`config.mk`:
```
export PLATFORM = sky130hd
export DESIGN_NAME = alu_arbiter
export DESIGN_NICKNAME = d
export VERILOG_FILES = /design/src/rtl/alu_pkg.sv /design/src/rtl/alu.sv /design/src/rtl/alu_arbiter.sv
export SDC_FILE = /design/constraint.sdc
export NUM_CORES = 1
export LEC_CHECK = 0
export ABC_CLOCK_PERIOD_IN_PS = 5700
export BUFFER_PORTS_ARGS = -buffer_cell sky130_fd_sc_hd__buf_2
export CAP_MARGIN = 20
export CELL_PAD_IN_SITES_DETAIL_PLACEMENT = 1
export CELL_PAD_IN_SITES_GLOBAL_PLACEMENT = 2
export CORE_ASPECT_RATIO = 0.8
export CORE_UTILIZATION = 35
export DETAILED_ROUTE_END_ITERATION = 10
export GPL_ROUTABILITY_DRIVEN = 0
export PLACE_DENSITY = 0.85
export SLEW_MARGIN = 5
export SYNTH_ARGS = -nofsm -noshare
export SYNTH_HDL_FRONTEND = slang
export SYNTH_SLANG_ARGS = --single-unit
```
`constraint.sdc`:
```
create_clock -name clk -period 5.7 [get_ports clk]
set_clock_uncertainty 0.05 [all_clocks]
set_input_delay 0.57 -clock clk [delete_from_list [all_inputs] [get_ports clk]]
set_output_delay 0.57 -clock clk [all_outputs]
set_load 0.03 [all_outputs]
```
`src/rtl/alu_pkg.sv`:
```
// Shared ALU definitions: op encodings, legal-op bound and requester IDs.
package alu_pkg;

  localparam logic [3:0] OP_ADD = 4'd0;
  localparam logic [3:0] OP_SUB = 4'd1;
  localparam logic [3:0] OP_AND = 4'd2;
  localparam logic [3:0] OP_OR  = 4'd3;
  localparam logic [3:0] OP_XOR = 4'd4;
  localparam logic [3:0] OP_SLT = 4'd5;
  localparam logic [3:0] OP_SLL = 4'd6;
  localparam logic [3:0] OP_SRL = 4'd7;
  localparam logic [3:0] OP_SRA = 4'd8;

  // Highest legal op code; anything above it is flagged as an error.
  localparam logic [3:0] OP_MAX = 4'd8;

  // Requester identifiers carried on the response channel.
  localparam logic ID_EXE = 1'b0;
  localparam logic ID_AUX = 1'b1;

endpackage

```
`src/rtl/alu.sv`:
```
// Single-cycle combinational integer ALU. Illegal op codes produce 0.
module alu
  import alu_pkg::*;
#(
  parameter int XLEN = 32
) (
  input  logic [3:0]      op,
  input  logic [XLEN-1:0] a,
  input  logic [XLEN-1:0] b,
  output logic [XLEN-1:0] result
);

  localparam int SH_W = $clog2(XLEN);

  logic signed [XLEN-1:0] a_s;
  logic signed [XLEN-1:0] b_s;
  logic signed [XLEN-1:0] sra_s;
  logic [SH_W-1:0]        shamt;

  assign a_s   = a;
  assign b_s   = b;
  assign shamt = b[SH_W-1:0];
  assign sra_s = a_s >>> shamt;

  // Decode the op and compute the result.
  always_comb begin
    result = '0;
    case (op)
      OP_ADD:  result = a + b;
      OP_SUB:  result = a - b;
      OP_AND:  result = a & b;
      OP_OR:   result = a | b;
      OP_XOR:  result = a ^ b;
      OP_SLT:  result = {{(XLEN-1){1'b0}}, (a_s < b_s)};
      OP_SLL:  result = a << shamt;
      OP_SRL:  result = a >> shamt;
      OP_SRA:  result = sra_s;
      default: result = '0;
    endcase
  end

endmodule

```
`src/rtl/alu_arbiter.sv`:
```
// Round-robin arbiter sharing one ALU between the execute stage (port 0)
// and the auxiliary address/CSR unit (port 1). The ALU result is held in a
// single output register and returned tagged with the owning requester.
module alu_arbiter
  import alu_pkg::*;
#(
  parameter int XLEN  = 32,
  parameter int CNT_W = 16
) (
  input  logic             clk,
  input  logic             rst_n,
  input  logic             req0_valid,
  output logic             req0_ready,
  input  logic [XLEN-1:0]  req0_a,
  input  logic [XLEN-1:0]  req0_b,
  input  logic [3:0]       req0_op,
  input  logic             req1_valid,
  output logic             req1_ready,
  input  logic [XLEN-1:0]  req1_a,
  input  logic [XLEN-1:0]  req1_b,
  input  logic [3:0]       req1_op,
  output logic             rsp_valid,
  input  logic             rsp_ready,
  output logic             rsp_id,
  output logic [XLEN-1:0]  rsp_result,
  output logic             rsp_err,
  output logic [CNT_W-1:0] grant_cnt0,
  output logic [CNT_W-1:0] grant_cnt1
);

  // Increment that sticks at all-ones instead of wrapping.
  function automatic logic [CNT_W-1:0] sat_inc(input logic [CNT_W-1:0] v);
    if (v == {CNT_W{1'b1}}) return v;
    return v + CNT_W'(1);
  endfunction

  logic            last_grant;
  logic            can_accept;
  logic            grant0;
  logic            grant1;
  logic            grant_any;
  logic            sel_id;
  logic [XLEN-1:0] sel_a;
  logic [XLEN-1:0] sel_b;
  logic [3:0]      sel_op;
  logic [XLEN-1:0] alu_result;

  // The output register can take a new entry when empty or draining now.
  assign can_accept = !rsp_valid || rsp_ready;

  // Round-robin grant: a contended cycle goes to the port not served last.
  always_comb begin
    grant0 = 1'b0;
    grant1 = 1'b0;
    if (can_accept) begin
      if (req0_valid && req1_valid) begin
        grant0 = (last_grant == ID_AUX);
        grant1 = (last_grant == ID_EXE);
      end else begin
        grant0 = req0_valid;
        grant1 = req1_valid;
      end
    end
  end

  assign req0_ready = grant0;
  assign req1_ready = grant1;
  assign grant_any  = grant0 || grant1;
  assign sel_id     = grant1 ? ID_AUX : ID_EXE;

  // Steer the granted requester's operands into the ALU.
  always_comb begin
    sel_a  = req0_a;
    sel_b  = req0_b;
    sel_op = req0_op;
    if (grant1) begin
      sel_a  = req1_a;
      sel_b  = req1_b;
      sel_op = req1_op;
    end
  end

  alu #(
    .XLEN(XLEN)
  ) u_alu (
    .op    (sel_op),
    .a     (sel_a),
    .b     (sel_b),
    .result(alu_result)
  );

  // ---- grant edge: ALU result captured into the response register ----
  // Response register, arbitration history and grant counters.
  always_ff @(posedge clk or negedge rst_n) begin
    if (!rst_n) begin
      rsp_valid  <= 1'b0;
      rsp_id     <= ID_EXE;
      rsp_result <= '0;
      rsp_err    <= 1'b0;
      last_grant <= ID_AUX;
      grant_cnt0 <= '0;
      grant_cnt1 <= '0;
    end else begin
      if (grant_any) begin
        rsp_valid  <= 1'b1;
        rsp_id     <= sel_id;
        rsp_result <= alu_result;
        rsp_err    <= (sel_op > OP_MAX);
        last_grant <= sel_id;
      end else if (rsp_ready) begin
        rsp_valid  <= 1'b0;
      end
      if (grant0) grant_cnt0 <= sat_inc(grant_cnt0);
      if (grant1) grant_cnt1 <= sat_inc(grant_cnt1);
    end
  end

endmodule

```
# ---- Word-level counts from Yosys, hierarchy flattened
# Cells that the tools add are included.
dict set report op_classes {
  shifts 3
  n_lt_le_gt_ge 2
  n_bitwise 4
  muxes 17
  add_sub_neg 4
  n_reduce_logical 8
  n_eq_ne 12
}
# op n
set ops {}
lappend ops {{$pmux W32 S9} 1}
lappend ops {{$mux W32} 2}
lappend ops {{$add A16 B1 Y16 const B} 2}
lappend ops {{$add A32 B32 Y32} 1}
lappend ops {{$and A32 B32 Y32} 1}
lappend ops {{$eq A16 B16 Y1 const B} 2}
lappend ops {{$lt A32 B32 Y1} 1}
lappend ops {{$mux W16} 2}
lappend ops {{$or A32 B32 Y32} 1}
lappend ops {{$shl A32 B5 Y32} 1}
lappend ops {{$shr A32 B5 Y32} 1}
lappend ops {{$sshr A32 B5 Y32} 1}
lappend ops {{$sub A32 B32 Y32} 1}
lappend ops {{$xor A32 B32 Y32} 1}
lappend ops {{$eq A4 B3 Y1 const B} 4}
lappend ops {{$mux W1} 11}
lappend ops {{$eq A4 B2 Y1 const B} 2}
lappend ops {{$eq A4 B1 Y1 const B} 1}
lappend ops {{$eq A4 B4 Y1 const B} 1}
lappend ops {{$gt A4 B4 Y1 const B} 1}
lappend ops {{$logic_not A4 Y1} 1}
lappend ops {{$mux W4} 1}
lappend ops {{$ne A2 B2 Y1 const B} 2}
lappend ops {{$reduce_and A2 Y1} 2}
lappend ops {{other kinds (5)} 6}
dict set report totals {
  regBits 68
  in_bits 141
  wordCells 57
}

# ---- Depth between registers and ports, before layout
# Gate-level depths: netlist (run 1).
dict set report logic_depth {
  word_depth 6
  depth_mapped 24
  ltp_nobuf 18
}

# ---- By module
# From an unflattened synthesis (run 1), not the netlist that was laid out.
dict set report hier_totals {
  hier_cells 1682
  hier_area_um2 12056.6
}
# module n_inst cells_each area_per_inst_um2
set by_module_without_submodules {}
lappend by_module_without_submodules {alu 1 1226 8219.1}
lappend by_module_without_submodules {alu_arbiter 1 456 3837.4}

# ---- Least setup slack after synthesis (run 1)
# OpenSTA, ideal clock, no wires.
dict set report synth_timing {
  path_kind {input -> register}
  start {in rsp_ready}
  end {reg rsp_result[25]}
  stages 20
  arrival_ps 4941
  n_path_buf 7
  setup_slack_ps 585
  setup_ps 124
  path_cell_list {nand2b_1 > buf_2 > nand2_1 > buf_2 > buf_2 > buf_2 > buf_2 > clkbuf_1 > clkbuf_1 > nand2_1 > nand2_1 > ha_1 > a211o_1 > a311oi_2 > a21o_1 > o2111ai_1 > a41oi_1 > nor3_1 > or4_1 > o31a_1}
}
dict set report synth_via {
  elab_chain_cells 5
}
# element line_no
set synth_lines {}
lappend synth_lines {{from (decl)} alu_arbiter.sv:23} ;# input logic rsp_ready,
lappend synth_lines {{$logic_or A1 B1 Y1 (*)} alu_arbiter.sv:49} ;# assign can_accept = !rsp_valid || rsp_ready;
lappend synth_lines {{$mux W1} alu_arbiter.sv:55} ;# if (can_accept) begin
lappend synth_lines {{$mux W32 / $mux W4 (equally long branches)} alu_arbiter.sv:76} ;# if (grant1) begin
lappend synth_lines {{$sub A32 B32 Y32 (tied with other cells)} alu.sv:30} ;# OP_SUB: result = a - b;
lappend synth_lines {{$pmux W32 S9} alu.sv:28} ;# case (op)
lappend synth_lines {{to (signal assigned)} alu_arbiter.sv:107} ;# rsp_result <= alu_result;
lappend synth_lines {{to (decl)} alu_arbiter.sv:25} ;# output logic [XLEN-1:0] rsp_result,
# Mark *: on every way between the ends. The rest lies on a longest branch, timed or not.
# A chain may end at the register's enable or synchronous reset.

# ---- Worst setup path after layout (run 1)
dict set report layout_timing {
  start {reg last_grant}
  end {reg rsp_result[0]}
}
dict set report layout_via {
  elab_chain_cells 6
}
# element line_no
set layout_lines {}
lappend layout_lines {{from (decl)} alu_arbiter.sv:37} ;# logic last_grant;
lappend layout_lines {{from (signal assigned)} alu_arbiter.sv:109} ;# last_grant <= sel_id;
lappend layout_lines {{$not A1 Y1} alu_arbiter.sv:58} ;# grant1 = (last_grant == ID_EXE);
lappend layout_lines {{$mux W1} alu_arbiter.sv:56} ;# if (req0_valid && req1_valid) begin
lappend layout_lines {{$mux W1} alu_arbiter.sv:55}
lappend layout_lines {{$mux W32 / $mux W4 (equally long branches)} alu_arbiter.sv:76}
lappend layout_lines {{$sub A32 B32 Y32 (tied with other cells)} alu.sv:30}
lappend layout_lines {{$pmux W32 S9} alu.sv:28}
# Several ways; a longest one is shown, not always the timed one.

==> results by group, run 1 <==
Status
  – Outcome: complete, but fails checks
  – Violated checks: design-rule violations

Timing
  – Tcrit/Tclk final: 83.0%
  – Final setup viols: 0
  – Slew @ Worst Pin: 1.12 ns
  – Slew margin rel.: 24.6%
  – Max Slew Vio Count: 0
  – Final TNS setup: 0 ns
  – Fin. Hold Viols: 0
  – Min cycle time layout: 4.73 ns
  – RSZ-0062 raised after global routing: no
  – Max Clk Rate: 0.211 GHz

Clocking
  – Clk_lat worst skew: 0.37 ns
  – Worst-path clk slew: 0.07 ns
  – Max clock buf depth: 2
  – Post-CTS setup buffers: 0
  – Clock Sinks: 68
  – CTS tree: built
  – Post-CTS Hold Fix Bufs: 0
  – H-tree lvl count: 3
  – Root buffer cell: clkbuf_16
  – CTS Buf Count: 9
  – Cts repair resizes: 0

Global routing
  – Gr usage total: 34.4%
  – Met3 Resource Use GR: 7.14%
  – Largest net degree at the start of global routing: 87
  – Initial antenna violation count: 2
  – Met1 Track Usage GR: 48.2%
  – Met2 Use GR: 50.3%
  – Vias in the first global route: 18343
  – First-pass GRT wire length: 119000 um
  – GRT busiest layer: met2
  – GRT Residual Overflow: 0

Synth
  – Yosys warns: 0
  – Syn Inst Count: 2170
  – Number of synthesized flops with an enable pin: 0
  – Post-synth ARST share: 100%
  – Top_reg_cell synth: dfrtp_1
  – Syn nets: 2412
  – Avg Cell Area, Syn: 7.25 um2
  – Synthesized area: 15700 um2
  – Yosys reg bits: 68
  – Unique masters post-synth: 92
  – Sequential area share after synthesis: 10.8%

Place
  – HPWL Detailed: 61200 um
  – Dpl cells: 2868
  – IO buf count: 209

Critical path
  – Worst EP arrival: 4.96 ns
  – Reg2reg end: rsp_result[0]
  – Crit. End Element: flip-flop
  – Setup slack, reg-to-reg: 0.97 ns
  – Worst Reg-to-Reg Cells: 17
  – RR Startpoint: last_grant
  – Worst endpoint required time: 5.93 ns
  – Crit path max fanout: 73
  – CP startpoint kind: flip-flop
  – Critical path type: flip-flop to flip-flop

Finish
  – Most common cell after layout, fill and taps aside: nand2_1
  – Most frequent cells in the layout: nand2_1, buf_2, a21oi_1
  – Nets@finish: 2519
  – Share of cells above drive strength 1: 19.6%
  – Area grow syn2layout: 12.4%
  – Non-Filler Instances: 2886
  – Final core occ: 39.9%

Power
  – Leak: 0.00782 uW
  – Cell Pwr Density: 219 nW/um2
  – Peak supply drop: 173 uV
  – Tot Pwr: 3870 uW

Floorplanning
  – Core area: 44400 um2
  – Die Area: 45800 um2
  – Rows: 69
  – Ports: 210
  – Die Span Y: 192 um
  – Die X: 239 um
  – Initial Utilization: 35.5%

Run
  – Max-Cap Viols: 0

Detailed routing
  – DR pass1 iterations: 9
  – Via count: 19039
  – Mean routed wirelength per cell: 27.8 um
  – Post-route ant nets: 0
  – Via density per instance: 6.60
  – Total wire length: 80300 um
  – DR iter-0 viols: 2240
  – DRC violations left: 2

Worst hold path
  – Worst hold path class: input pin to asynchronous set/reset pin
critical path, cell delays in order (launching register included):
cell and delay, ns:
dfstp_2 0.57, a21boi_2 0.11, nand2_4 0.13, buf_12 0.31, nand2_1 0.10, nand2_1 0.19, ha_1 0.23, inv_1 0.07
fa_1 0.47, nor2b_1 0.16, o31a_1 0.28, o21a_1 0.26, a21oi_1 0.45, nor3_1 0.18, nor2_1 0.30, o311a_1 0.30
o211ai_1 0.23, a41oi_1 0.24
registers in the layout (all words and copies together) (netlist names):
| name | flops |
|---|---|
| rsp_id | 1 |
| rsp_err | 1 |
| grant_cnt1 | 16 |
| last_grant | 1 |
| rsp_valid | 1 |
| grant_cnt0 | 16 |
| rsp_result | 32 |
per-stage QoR:
step                area, um2  hold slack, ns  setup slack (ns)
floorplan               15700           0.224             0.585
global placement        17400           0.403             0.895
detailed placement      17400           0.411             0.774
CTS                     17700           0.354              1.11
global route            17700          0.0588             0.764
finish                  17700          0.0484             0.969
worst max-delay path by stage:
stage | startpoint | end | slack, ns | cells after the start
floorplan | rsp_ready | rsp_result[25] | 0.58 | 20
global placement | rsp_ready | rsp_result[28] | 0.90 | 18
detailed placement | rsp_ready | rsp_result[0] | 0.77 | 18
CTS | last_grant | rsp_result[0] | 1.11 | 17
global route | last_grant | rsp_result[0] | 0.76 | 17
finish | last_grant | rsp_result[0] | 0.97 | 17
cell families after synthesis:
| family | share of synthesized area, % |
|---|---|
| and+or+nand+nor | 22.4 |
| AOI/OAI and AO/OA | 27.7 |
| buffers and inverters | 7.24 |
| muxes | 21.2 |
| adders and majority gates | 8.13 |
| DFF | 10.8 |
| xor gates and xnor gates | 2.56 |
power by group:
group          total [uW]  internal [uW]  switching (uW)  leakage, uW
Combinational        2600            858            1740      0.00678
Clock                 618            345             272     0.000147
Sequential            656            568            87.6     0.000894
Total                3870           1770            2100      0.00782
cells in the mapped netlist (11+ instances only):
cell type / instances / area (um2)
and3_1: 20 / 125
a221oi_1: 13 / 114
a211oi_1: 20 / 150
nand2b_1: 19 / 119
nor2b_1: 20 / 125
clkbuf_1: 97 / 364
dfrtp_1: 67 / 1680
xor2_1: 12 / 105
o221ai_1: 11 / 96.3
a21o_1: 17 / 128
o21ai_0: 133 / 666
a221o_1: 12 / 120
nand4_1: 17 / 106
o2111ai_1: 16 / 140
mux2i_1: 126 / 1260
o211ai_1: 39 / 293
nor2_1: 165 / 619
nor4_1: 14 / 87.6
nand2_1: 340 / 1280
o22ai_1: 19 / 119
nand3_1: 58 / 290
o21a_1: 15 / 113
buf_1: 18 / 67.6
mux4_2: 62 / 1400
o21bai_1: 19 / 143
nor3_1: 55 / 275
mux2_2: 60 / 676
buf_2: 46 / 230
or3_1: 17 / 106
a32oi_1: 11 / 96.3
xnor2_1: 34 / 298
a31oi_1: 33 / 206
a22oi_1: 16 / 120
a21oi_1: 167 / 836
o31ai_1: 12 / 90.1
and2_1: 12 / 75.1
inv_1: 101 / 379
ha_1: 99 / 1240
layout make-up:
cell class / count / area, um2
well taps: 603 / 754
diodes: 1 / 2.50
multi-input cells: 1825 / 13000
fillers: 5607 / 26700
flip-flops and latches: 68 / 1700
inverters: 107 / 404
clock buffers: 9 / 225
clock inverters: 7 / 81.3
repair buffers: 266 / 1560
per-layer routing:
metal	vias up	share of wire, %
met5	-	0
met4	0	4.8
met3	185	10
met2	1168	42
met1	9430	43
li1	8256	-
Note: power is estimated with default switching activity, not from simulation.
==> inputs of run 2 (changes only) <==
Settings changed: ABC_CLOCK_PERIOD_IN_PS 5700 to 3950, CORE_UTILIZATION 35 to 31, PLACE_DENSITY 0.85 to 0.8.
Clock period 5.7 ns to 3.95 ns, I/O delays scaled along.
==> run 2 against run 1 <==
Net effect:
- the run now ends clean
- critical path type unchanged
- sequential share of layout area shrank 1.1 points
- first-iteration DRC count is 9.3% lower
- critical endpoint is now rsp_result[15]
- die area rose by 13%
==> results by group, run 2 (synthesis results as in run 1) <==
Critical path
  – Crit path max fanout: 11
  – Slowest cell on crit path: dfrtp_2
  – Critical path type: flip-flop to flip-flop
  – Crit. End Element: flip-flop
  – Worst EP arrival: 4.06 ns
  – Worst endpoint required time: 4.12 ns
  – Most used cell, CP: buf_4
  – CP startpoint kind: flip-flop
  – Buf+Inv Stages, Crit Path: 3
  – Crit-path cells: nor2b_2 > buf_12 > o21ai_4 > nand2_2 > buf_4 > ha_4 > a211o_1 > a311oi_2 > a211oi_1 > nor4_1 > buf_4 > o21bai_1 > a21oi_2 > o22ai_1 > o21ai_0 > a31oi_1
  – Max incr delay on CP: 0.42 ns
  – Delay-heaviest family, CP: compound AO/OA/AOI/OAI gates

Timing
  – Slew margin rel.: 33.0%
  – Max Slew Vio Count: 0
  – Final TNS setup: 0 ns
  – Final setup viols: 0
  – Max Clk Rate: 0.257 GHz
  – Slew @ Worst Pin: 1.00 ns
  – Min cycle time layout: 3.89 ns
  – Fin. Hold Viols: 0
  – Tcrit/Tclk final: 98.5%

Global routing
  – Vias in the first global route: 20319
  – Initial antenna violation count: 1
  – Gr usage total: 33.1%
  – Largest net degree at the start of global routing: 69
  – GRT Residual Overflow: 0
  – First-pass GRT wire length: 130000 um

Clocking
  – Clk_lat worst skew: 0.37 ns
  – Worst-path clk slew: 0.06 ns
  – CTS tree: built
  – Clock Sinks: 68
  – Root buffer cell: clkbuf_16
  – Max clock buf depth: 2
  – CTS Buf Count: 9
  – H-tree lvl count: 3

Power
  – Switch share: 51.2%
  – Int Pwr: 3080 uW
  – Sw power: 3230 uW
  – Clock power frac: 14.3%
  – Seq pwr share: 15.2%
  – Leak: 0.00894 uW
  – Peak supply drop: 232 uV
  – Comb pwr share: 70.5%
  – Cell Pwr Density: 315 nW/um2

Status
  – Outcome: completed

Finish
  – Top Registers: rsp_result: 32 flops, grant_cnt0: 16 flops, grant_cnt1: 16 flops
  – Nets@finish: 2736
  – Largest reg by FF count: rsp_result
  – Largest register FFs: 32
  – Most frequent cells in the layout: nand2_1, buf_4, buf_2
  – Area grow syn2layout: 27.2%
  – Footprint of the multi-input gates: 13400 um2
  – Non-Filler Instances: 3176
  – Share of cells above drive strength 1: 29.6%
  – Most common cell after layout, fill and taps aside: nand2_1
  – Register area: 1700 um2
  – FILL cells: 6258
  – Final Cell Area: 20000 um2

Detailed routing
  – DR iter-0 viols: 2032
  – Total wire length: 86700 um
  – Mean routed wirelength per cell: 27.3 um
  – Post-route ant nets: 0
  – DR pass1 iterations: 6
  – DRC violations left: 0
  – Via count: 20068
  – Via density per instance: 6.32

Floorplanning
  – Die Area: 51700 um2
  – Die Span Y: 204 um
  – Die X: 254 um
  – Core area: 49900 um2
  – Rows: 73
  – Initial Utilization: 31.6%
  – Ports: 210

Place
  – IO buf count: 209
  – Post-DP Area: 19300 um2
  – HPWL Detailed: 68500 um
  – Dpl cells: 3150

Worst hold path
  – Worst hold path class: input pin to asynchronous set/reset pin

Run
  – Max-Cap Viols: 0
==> run 2: cell types whose count changed in the layout (fill, tap and decap cells not counted), moves of 8 or more <==
cell / previous run / this run
ha_2: 0 / 8
a21oi_2: 4 / 17
ha_4: 0 / 9
nand2_1: 339 / 324
ha_1: 99 / 82
a21oi_1: 166 / 153
buf_12: 5 / 14
buf_4: 54 / 260
o21ai_0: 133 / 125
nand2_2: 1 / 11
==> run 2: through the flow <==
| step | hold slack, ns | setup WS [ns] | total power, uW | utilization [%] |
|---|---|---|---|---|
| floorplan | 0.0494 | -0.139 | 3400 | - |
| global placement | 0.421 | -0.299 | 5040 | 38.7 |
| detailed placement | 0.424 | -0.437 | 5150 | 38.7 |
| CTS | 0.166 | -0.0114 | 6110 | 39.5 |
| global route | 0.186 | -0.0314 | 6630 | 40.1 |
| finish | 0.119 | 0.0602 | 6300 | 40.1 |
==> run 2: timing repair <==
action,CTS,global route
gates resized for setup,14,55
setup endpoints to repair,10,17
hold buffers,0,0
hold endpoints to repair,0,0
buffers inserted,1,6
pin swaps,3,14
gates cloned,0,1
==> run 2: worst paths after layout <==
check	startpoint	to	slack [ns]	cells past startpoint
max	rsp_valid	rsp_result[15]	0.06	16
min	rst_n	grant_cnt0[7]	0.12	1
max reg2reg	rsp_valid	rsp_result[15]	0.06	16
min reg2reg	grant_cnt0[9]	grant_cnt0[9]	0.43	1
max in group asynchronous	rst_n	rsp_result[10]	3.03	1
min in group clk	req0_valid	last_grant	0.36	3
==> run 2: worst register-to-register path, stage by stage (launching register included) <==
cell and delay [ns]:
dfrtp_2 0.42, nor2b_2 0.18, buf_12 0.16, o21ai_4 0.27, nand2_2 0.13, buf_4 0.17, ha_4 0.24, a211o_1 0.29
a311oi_2 0.35, a211oi_1 0.16, nor4_1 0.36, buf_4 0.19, o21bai_1 0.08, a21oi_2 0.22, o22ai_1 0.10, o21ai_0 0.25
a31oi_1 0.12
==> run 2: final cells by class <==
cell class,count,share of cell area (%)
diodes,2,0.0250
clock buffers,10,1.14
clock inverters,6,0.444
inverters,107,2.04
multi-input cells,1825,67.1
flip-flops and latches,68,8.52
well taps,675,4.22
repair buffers,483,16.5
==> run 2: power groups by stage <==
stage	logic (uW)	registers, uW	clock network (uW)
final	4440	958	904
after global routing	4690	978	956
after CTS	4230	961	928
after detailed placement	4180	971	0
after global placement	4080	965	0
after floorplan	2230	1170	0
==> run 2: layer usage <==
layer | track usage, % | vias up | share of wire, %
met4 | 17.5 | 0 | 5.9
li1 | - | 8689 | -
met1 | 44.0 | 9925 | 41
met2 | 49.9 | 1193 | 43
met5 | 0 | - | 0
met3 | 7.39 | 261 | 10
